### src/rtl/tpu_commit_unit_pkg.sv
// Shared types for the TPU in-order commit tracker: window size, issue-number
// type and the commit FSM encoding.
package pkg_tpu;

    localparam int DEPTH_BUFF = 16;
    localparam int WIDTH_BUFF = $clog2(DEPTH_BUFF);

    typedef logic [WIDTH_BUFF-1:0] issue_no_t;
    typedef logic [WIDTH_BUFF:0]   count_t;

    typedef enum logic {
        ST_RUN   = 1'b0,
        ST_FLUSH = 1'b1
    } commit_fsm_t;

endpackage

### src/rtl/tpu_commit_unit.sv
// In-order commit tracker: records issues, collects scalar/vector completions and
// retires one entry per cycle in issue order. Optional TPU_COMMIT_STATS_EN adds a commit counter.
module tpu_commit_unit
    import pkg_tpu::*;
(
    input  logic        clock,
    input  logic        reset,
    input  logic        I_Issue_Req,
    input  issue_no_t   I_Issue_No,
    input  logic        I_Done_S_Req,
    input  issue_no_t   I_Done_S_No,
    input  logic        I_Done_V_Req,
    input  issue_no_t   I_Done_V_No,
    input  logic        I_Flush,
    output logic        O_Commit_Req,
    output issue_no_t   O_Commit_No,
    output logic        O_Full,
    output logic        O_Empty,
    output logic        O_Busy,
    output logic        O_Err,
    output logic [31:0] O_Num_Commit
);

    logic [DEPTH_BUFF-1:0] r_valid;
    logic [DEPTH_BUFF-1:0] r_done;
    logic [DEPTH_BUFF-1:0] w_valid_nxt;
    logic [DEPTH_BUFF-1:0] w_done_nxt;
    issue_no_t             r_head;
    count_t                r_count;
    commit_fsm_t           r_state;
    commit_fsm_t           w_state_nxt;
    logic                  r_commit_req;
    issue_no_t             r_commit_no;
    logic                  r_err;

    logic w_run;
    logic w_flush_clr;
    logic w_commit;
    logic w_full;
    logic w_issue_err;
    logic w_ds_err;
    logic w_dv_err;
    logic w_issue_ok;
    logic w_ds_ok;
    logic w_dv_ok;
    logic w_err_evt;
    logic w_busy;

    assign w_run       = (r_state == ST_RUN);
    assign w_flush_clr = (w_run && I_Flush) || (r_state == ST_FLUSH);
    assign w_commit    = w_run && r_valid[r_head] && r_done[r_head];
    assign w_full      = (r_count == count_t'(DEPTH_BUFF));

    // An issue may reuse the head slot only when that slot retires on the same edge.
    assign w_issue_err = I_Issue_Req &&
                         ((r_valid[I_Issue_No] && !(w_commit && (I_Issue_No == r_head))) ||
                          (w_full && !w_commit));
    assign w_ds_err    = I_Done_S_Req &&
                         (!r_valid[I_Done_S_No] || (I_Issue_Req && (I_Done_S_No == I_Issue_No)));
    assign w_dv_err    = I_Done_V_Req &&
                         (!r_valid[I_Done_V_No] || (I_Issue_Req && (I_Done_V_No == I_Issue_No)));

    assign w_issue_ok  = !w_flush_clr && I_Issue_Req  && !w_issue_err;
    assign w_ds_ok     = !w_flush_clr && I_Done_S_Req && !w_ds_err;
    assign w_dv_ok     = !w_flush_clr && I_Done_V_Req && !w_dv_err;
    assign w_err_evt   = !w_flush_clr && (w_issue_err || w_ds_err || w_dv_err);

    // Order matters: completions, then retirement clear, then the new issue wins its slot.
    always_comb begin
        w_valid_nxt = r_valid;
        w_done_nxt  = r_done;
        if (w_ds_ok) w_done_nxt[I_Done_S_No] = 1'b1;
        if (w_dv_ok) w_done_nxt[I_Done_V_No] = 1'b1;
        if (w_commit) begin
            w_valid_nxt[r_head] = 1'b0;
            w_done_nxt[r_head]  = 1'b0;
        end
        if (w_issue_ok) begin
            w_valid_nxt[I_Issue_No] = 1'b1;
            w_done_nxt[I_Issue_No]  = 1'b0;
        end
    end

    always_ff @(posedge clock or posedge reset) begin
        if (reset) begin
            r_state <= ST_RUN;
        end else begin
            r_state <= w_state_nxt;
        end
    end

    always_comb begin
        w_state_nxt = r_state;
        case (r_state)
            ST_RUN:   if (I_Flush) w_state_nxt = ST_FLUSH;
            ST_FLUSH: w_state_nxt = ST_RUN;
            default:  w_state_nxt = ST_RUN;
        endcase
    end

    always_comb begin
        w_busy = (r_state == ST_FLUSH);
    end

    always_ff @(posedge clock or posedge reset) begin
        if (reset) begin
            r_valid      <= '0;
            r_done       <= '0;
            r_head       <= '0;
            r_count      <= '0;
            r_commit_req <= 1'b0;
            r_commit_no  <= '0;
            r_err        <= 1'b0;
        end else if (w_flush_clr) begin
            r_valid      <= '0;
            r_done       <= '0;
            r_head       <= '0;
            r_count      <= '0;
            r_commit_req <= 1'b0;
        end else begin
            r_valid      <= w_valid_nxt;
            r_done       <= w_done_nxt;
            r_commit_req <= w_commit;
            r_count      <= r_count + count_t'(w_issue_ok) - count_t'(w_commit);
            r_err        <= r_err | w_err_evt;
            if (w_commit) begin
                r_commit_no <= r_head;
                r_head      <= r_head + issue_no_t'(1);
            end
        end
    end

`ifdef TPU_COMMIT_STATS_EN
    logic [31:0] r_num_commit;

    // Counts retirement pulses; survives flush, saturates rather than wrapping.
    always_ff @(posedge clock or posedge reset) begin
        if (reset) begin
            r_num_commit <= '0;
        end else if (r_commit_req && (r_num_commit != 32'hFFFF_FFFF)) begin
            r_num_commit <= r_num_commit + 32'd1;
        end
    end

    assign O_Num_Commit = r_num_commit;
`else
    assign O_Num_Commit = 32'd0;
`endif

    assign O_Commit_Req = r_commit_req;
    assign O_Commit_No  = r_commit_no;
    assign O_Full       = w_full;
    assign O_Empty      = (r_count == '0);
    assign O_Busy       = w_busy;
    assign O_Err        = r_err;

endmodule

### config.mk
export PLATFORM = sky130hd
export DESIGN_NAME = tpu_commit_unit
export DESIGN_NICKNAME = d
export VERILOG_FILES = /design/src/rtl/tpu_commit_unit_pkg.sv /design/src/rtl/tpu_commit_unit.sv
export SDC_FILE = /design/constraint.sdc
export NUM_CORES = 1
export LEC_CHECK = 0
export CAP_MARGIN = 25
export CORE_MARGIN = 4
export CORE_UTILIZATION = 40
export CTS_CLUSTER_SIZE = 16
export DETAILED_ROUTE_END_ITERATION = 8
export PLACE_DENSITY = 0.64
export SLEW_MARGIN = 0
export SYNTH_ARGS = -nofsm -noshare
export SYNTH_HDL_FRONTEND = slang
export SYNTH_SLANG_ARGS = --single-unit
### constraint.sdc
create_clock -name clock -period 4 [get_ports clock]
set_clock_uncertainty 0.2 [all_clocks]
set_input_delay 1.2 -clock clock [delete_from_list [all_inputs] [get_ports clock]]
set_output_delay 1.2 -clock clock [all_outputs]
set_load 0.03 [all_outputs]
==> Yosys cells after proc, flatten, opt, wreduce, memory -nomap -nowiden <==
Index checks and enable logic that the tools add are counted.
{ "word_totals": {"ff_bits": 48, "out_inout_bits": 41, "wordCells": 105} }
{ "classes": {"addsub": 3, "order_cmp": 8, "n_eq_ne": 4, "muxes": 32, "n_bitwise": 11, "n_reduce_logical": 39} }
{ "op_table": {"columns": ["operator", "n"], "rows": [
  ["two-way mux 16 bit", 8],
  ["AND 16 bit", 3],
  ["OR 16 bit", 3],
  ["inverter 16 bit", 2],
  ["logical AND 1 bit", 22],
  ["binary-select mux 1 bit (select 4 bit)", 5],
  ["< comparator 4 x 5 -> 1 bit, second input constant", 4],
  ["demux 1 bit (select 4 bit)", 4],
  ["greater-or-equal comparator 4 x 1 -> 1 bit, second input constant", 4],
  ["equality test 4 bit", 3],
  ["two-way mux 1 bit", 11],
  ["zero test 1 bit", 8],
  ["two-way mux 4 bit", 2],
  ["logical OR 1 bit", 6],
  ["adder 5 x 1 -> 5 bit", 1],
  ["equality test 5 bit, second input constant", 1],
  ["zero test 5 bit", 1],
  ["two-way mux 5 bit", 1],
  ["subtractor 5 x 1 -> 5 bit", 1],
  ["adder 4 x 1 -> 4 bit, second input constant", 1],
  ["inverter 1 bit", 2],
  ["one-hot mux 1 bit (2 select lines)", 1],
  ["AND reduction 2 bit", 1],
  ["nonzero test 2 bit", 1],
  ["OR 1 bit", 1]
]} }

==> Longest topological paths before layout <==
{ "logic_depth": {"depth_word": 15, "depth_mapped": 18, "mapped_depth_nobuf": 15} }

==> Worst setup path after synthesis <==
OpenSTA, ideal clock, no wires.
{ "synth_timing": {"kind": "input to register", "from": "input I_Issue_No[1]", "to": "register r_count[4]", "t_arrival_ns": 4.180, "required_time_ns": 3.664, "slack_ns": -0.516, "stages": 18, "path_buffers": 3, "path_cell_list": "buf_6 nor2b_4 buf_4 a22o_1 or4_4 o2111a_1 a32oi_4 buf_6 ha_1 inv_1 ha_1 inv_1 fa_1 inv_1 a21oi_1 nor2_1 or3_1 a21oi_1"} }
{ "synth_via": {"elab_chain_len": 11, "elab_cells_between_ends": 13, "classes_between": "add/sub: 2; eq/ne: 1; mux: 3; reduce/logical: 7"} }
{ "synth_rtl": {"columns": ["item", "line", "source"], "rows": [
  ["start: declaration", "tpu_commit_unit.sv:9", "input issue_no_t I_Issue_No,"],
  ["branches (longest 3 deep; another with binary-select mux 1 bit (select 4 bit))", null, null],
  ["logical AND 1 bit *", "tpu_commit_unit.sv:56", "((r_valid[I_Issue_No] && !(w_commit && (I_Issue_No == r_head))) ||"],
  ["logical OR 1 bit *", "tpu_commit_unit.sv:56", null],
  ["logical AND 1 bit *", "tpu_commit_unit.sv:55", "assign w_issue_err = I_Issue_Req &&"],
  ["zero test 1 bit *", "tpu_commit_unit.sv:63", "assign w_issue_ok = !w_flush_clr && I_Issue_Req && !w_issue_err;"],
  ["logical AND 1 bit *", "tpu_commit_unit.sv:63", null],
  ["adder 5 x 1 -> 5 bit *", "tpu_commit_unit.sv:124", "r_count <= r_count + count_t'(w_issue_ok) - count_t'(w_commit);"],
  ["subtractor 5 x 1 -> 5 bit *", "tpu_commit_unit.sv:124", null],
  ["two-way mux 5 bit *", "tpu_commit_unit.sv:114", "end else if (w_flush_clr) begin"],
  ["end signal: assignment", "tpu_commit_unit.sv:124", null],
  ["end: declaration", "tpu_commit_unit.sv:29", "count_t r_count;"]
]} }
Mark *: on every way between the ends. The select of a mux whose other input is x is not followed.
A chain may end at the register's enable or synchronous reset.

==> Worst setup path in the final report <==
{ "layout_timing": {"from": "input I_Issue_No[3]", "to": "register r_count[4]"} }
Same word-level chain as after synthesis.

==> metrics.csv <==
metric,value,unit
power_per_cell_area,253,mW/mm²
crit_buf_inv,4,
clockBufferDepth,2,
cts.sinks,48,
worst_pin_slew,0.958,ns
avgSynthCellArea,9.81,µm²
postSynthCellCount,383,
setup_violations,0,
slew_violations,0,
n_antenna_cell,0,
drt_iter0_markers,339,
synth_flop_cell,dfrtp_1,
startpoint_type,input pin,
path_max_fanout,7,
slew_headroom,0.355,
fin_crit,3.89,ns
synth_edf_count,0,
setup_ws,0.110,ns
swShare,0.276,
cpMaxStageDelayCell,or4_4,
drv_cap,0,
gp_congestion,0.988,
ys.warnings.count,0,
regToRegSetupSlack,0.45,ns
dr.pass1.iters,5,
avgViaCountPerCell,6.02,
seq_area,0.00120,mm²
antenna_found_initial,0,
hold_violations,0,
grt_max_degree,29,
htree_levels,2,
fin_crit_sh,0.973,
max_freq,257,MHz
drtAntennaViolNets,0,
clock_latency,0.30,ns
required,4.03,ns
leakagePower,1.80,nW
yosysSeqAreaShare,0.320,
crit_arrival,3.92,ns
grt_pass1_wl,18200,µm
nNetsFinal,463,
comb_power_share,0.196,
ys_types,63,
hp-class,flop to flop,
clkPwrFrac,0.364,
wl,11200,µm
hold_buffers,0,
overflow,0,
row_count,35,
start_util,0.409,
intPower,0.000811,W
path_class,input pin to flop,
pin_count,59,
io_buffers,26,
power.total,0.00112,W
stdcell_count,545,
ys_ff_latch,48,
peakVddDrop,0.140,mV
track_usage,0.207,
syn-cell-area,0.00376,mm²
status,"finished, final reports clean",
clockRootBuffer,clkbuf_8,
whs,0.288,ns
pre_cts_slack,-0.659,ns
async_flop_share,1.00,
num_vias,3279,
dieHeight,105,µm
dieArea,0.0110,mm²
p_switching,0.000310,W
fillers,841,
cts_buffers,5,
path_cells,buf_6 > mux2i_1 > a22o_1 > or4_4 > o2111a_2 > a32oi_4 > ha_4 > inv_2 > ha_4 > inv_2 > fa_2 > inv_1 > a21oi_2 > nor2_1 > or3_1 > a21oi_2,
wl_per_cell,20.6,µm
place_inst,538,
slowest_delay,0.52,ns
dp_hpwl,8520,µm
path_clk_slew,0.09,ns
cts_tree,yes,
areaGrowthSynthToFinish,17.8,%
drive_above_1_share,0.247,
drc_errors,0,
end_kind,flop,
grt_pass1_vias,3245,
power.share.sequential,0.440,
die_x,105,µm
multiInputGateArea,0.00229,mm²
crit_family,compound AO/OA/AOI/OAI gates,
coreArea,0.00920,mm²
-- synth_stat cells, types with 5 or more instances --
master     count  area share
a211oi_2       6       0.020
a21oi_1        8       0.011
a221oi_1      14       0.033
a22o_1         6       0.014
a22oi_1        5       0.010
buf_2          9       0.012
buf_4         35       0.070
clkbuf_1       8      0.0080
dfrtp_1       48        0.32
ha_1          10       0.033
inv_1         19       0.019
mux2i_1       13       0.035
mux4_2        14       0.084
nand2_1       20       0.020
nand3_1        9       0.012
nor2_1        20       0.020
nor2b_1        8       0.013
nor3_1         7      0.0093
nor4_1        10       0.017
o21ai_0       24       0.032
o22ai_1        6       0.010
o2bb2ai_1      6       0.014
xnor2_1        5       0.012
xor2_1        12       0.028
-- metal layers --
layer	part of all wire	vias to the layer above	GRT usage
li1	-	1452	-
met1	0.42	1615	0.284
met2	0.47	187	0.340
met3	0.082	25	0.0334
met4	0.026	0	0.0581
met5	0	-	0
-- flip-flops by register name (all words and copies together), names as in the netlist --
signal and count:
O_Busy 1, O_Commit_No 4, O_Commit_Req 1, O_Err 1, r_count 5, r_done 16
r_head 4, r_valid 16
-- final timing paths --
kind,end,depth (start not counted),from
worst min register to register,O_Commit_No[2]$_DFFE_PP0P_,2,O_Commit_No[2]$_DFFE_PP0P_
worst max register to register,r_count[4]$_DFF_PP0_,16,r_head[0]$_DFFE_PP0P_
worst min-delay path,O_Commit_No[2]$_DFFE_PP0P_,2,O_Commit_No[2]$_DFFE_PP0P_
worst max-delay path,r_count[4]$_DFF_PP0_,16,I_Issue_No[3]
max in group asynchronous,r_valid[4]$_DFF_PP0_,3,reset
min in group asynchronous,r_valid[15]$_DFF_PP0_,2,reset
-- metrics by stage --
stage	utilization	TNS [ns]	area, µm²
after floorplan	-	-1.16	3910
after global placement	0.462	-2.02	4250
after detailed placement	0.462	-2.81	4250
after CTS	0.475	0	4370
after global routing	0.482	-0.0127	4430
final	0.482	0	4430
-- worst reg2reg max path: cells and delay by family (launching register included) --
kind            cells  cell delay [ns]
simple gates        3             0.62
fa+ha+maj           3             0.59
mux                 1             0.51
buf+inv             5             0.54
compound gates      4             0.49
flops               1             0.53
-- logic make-up after synthesis --
family / synth area share
and+or+nand+nor: 0.158
buffers and inverters: 0.122
xor gates and xnor gates: 0.0396
other: 0.000998
muxes: 0.122
DFF: 0.320
adders and majority gates: 0.0386
AOI/OAI and AO/OA: 0.200
-- placed cells by master, fill, tap and decap left out, types with 8 or more instances in the layout --
cell	synthesis	layout
clkdlybuf4s50_1	0	22
xor2_1	12	10
nor4_1	10	10
nand3_1	9	9
ha_1	10	8
inv_1	19	16
dfrtp_1	48	48
conb_1	1	32
a221oi_1	14	14
nand2_1	20	20
mux4_2	14	14
o21ai_0	24	24
nor2_1	20	20
mux2i_1	13	13
buf_4	35	44
-- power groups by stage --
stage | clock network (W) | logic, W | registers (W)
after floorplan | 0 | 0.000162 | 0.000501
after global placement | 0 | 0.000210 | 0.000502
after detailed placement | 0 | 0.000213 | 0.000502
after CTS | 0.000416 | 0.000213 | 0.000493
after global routing | 0.000434 | 0.000235 | 0.000493
final | 0.000408 | 0.000220 | 0.000493
-- cell type report --
type	count	area share
clock inverter	2	0.0136
clock buffer	5	0.0155
sequential	48	0.271
multi-input combinational	290	0.518
inverter	19	0.0161
timing repair buffer	70	0.135
tap	111	0.0314
-- repair_timing --
action | CTS | global route
pin swaps | 10 | 10
endpoints found under the setup margin | 4 | 1
buffers inserted | 0 | 1
gates resized for setup | 15 | 19
No activity file was read; power rests on OpenSTA's default activity.
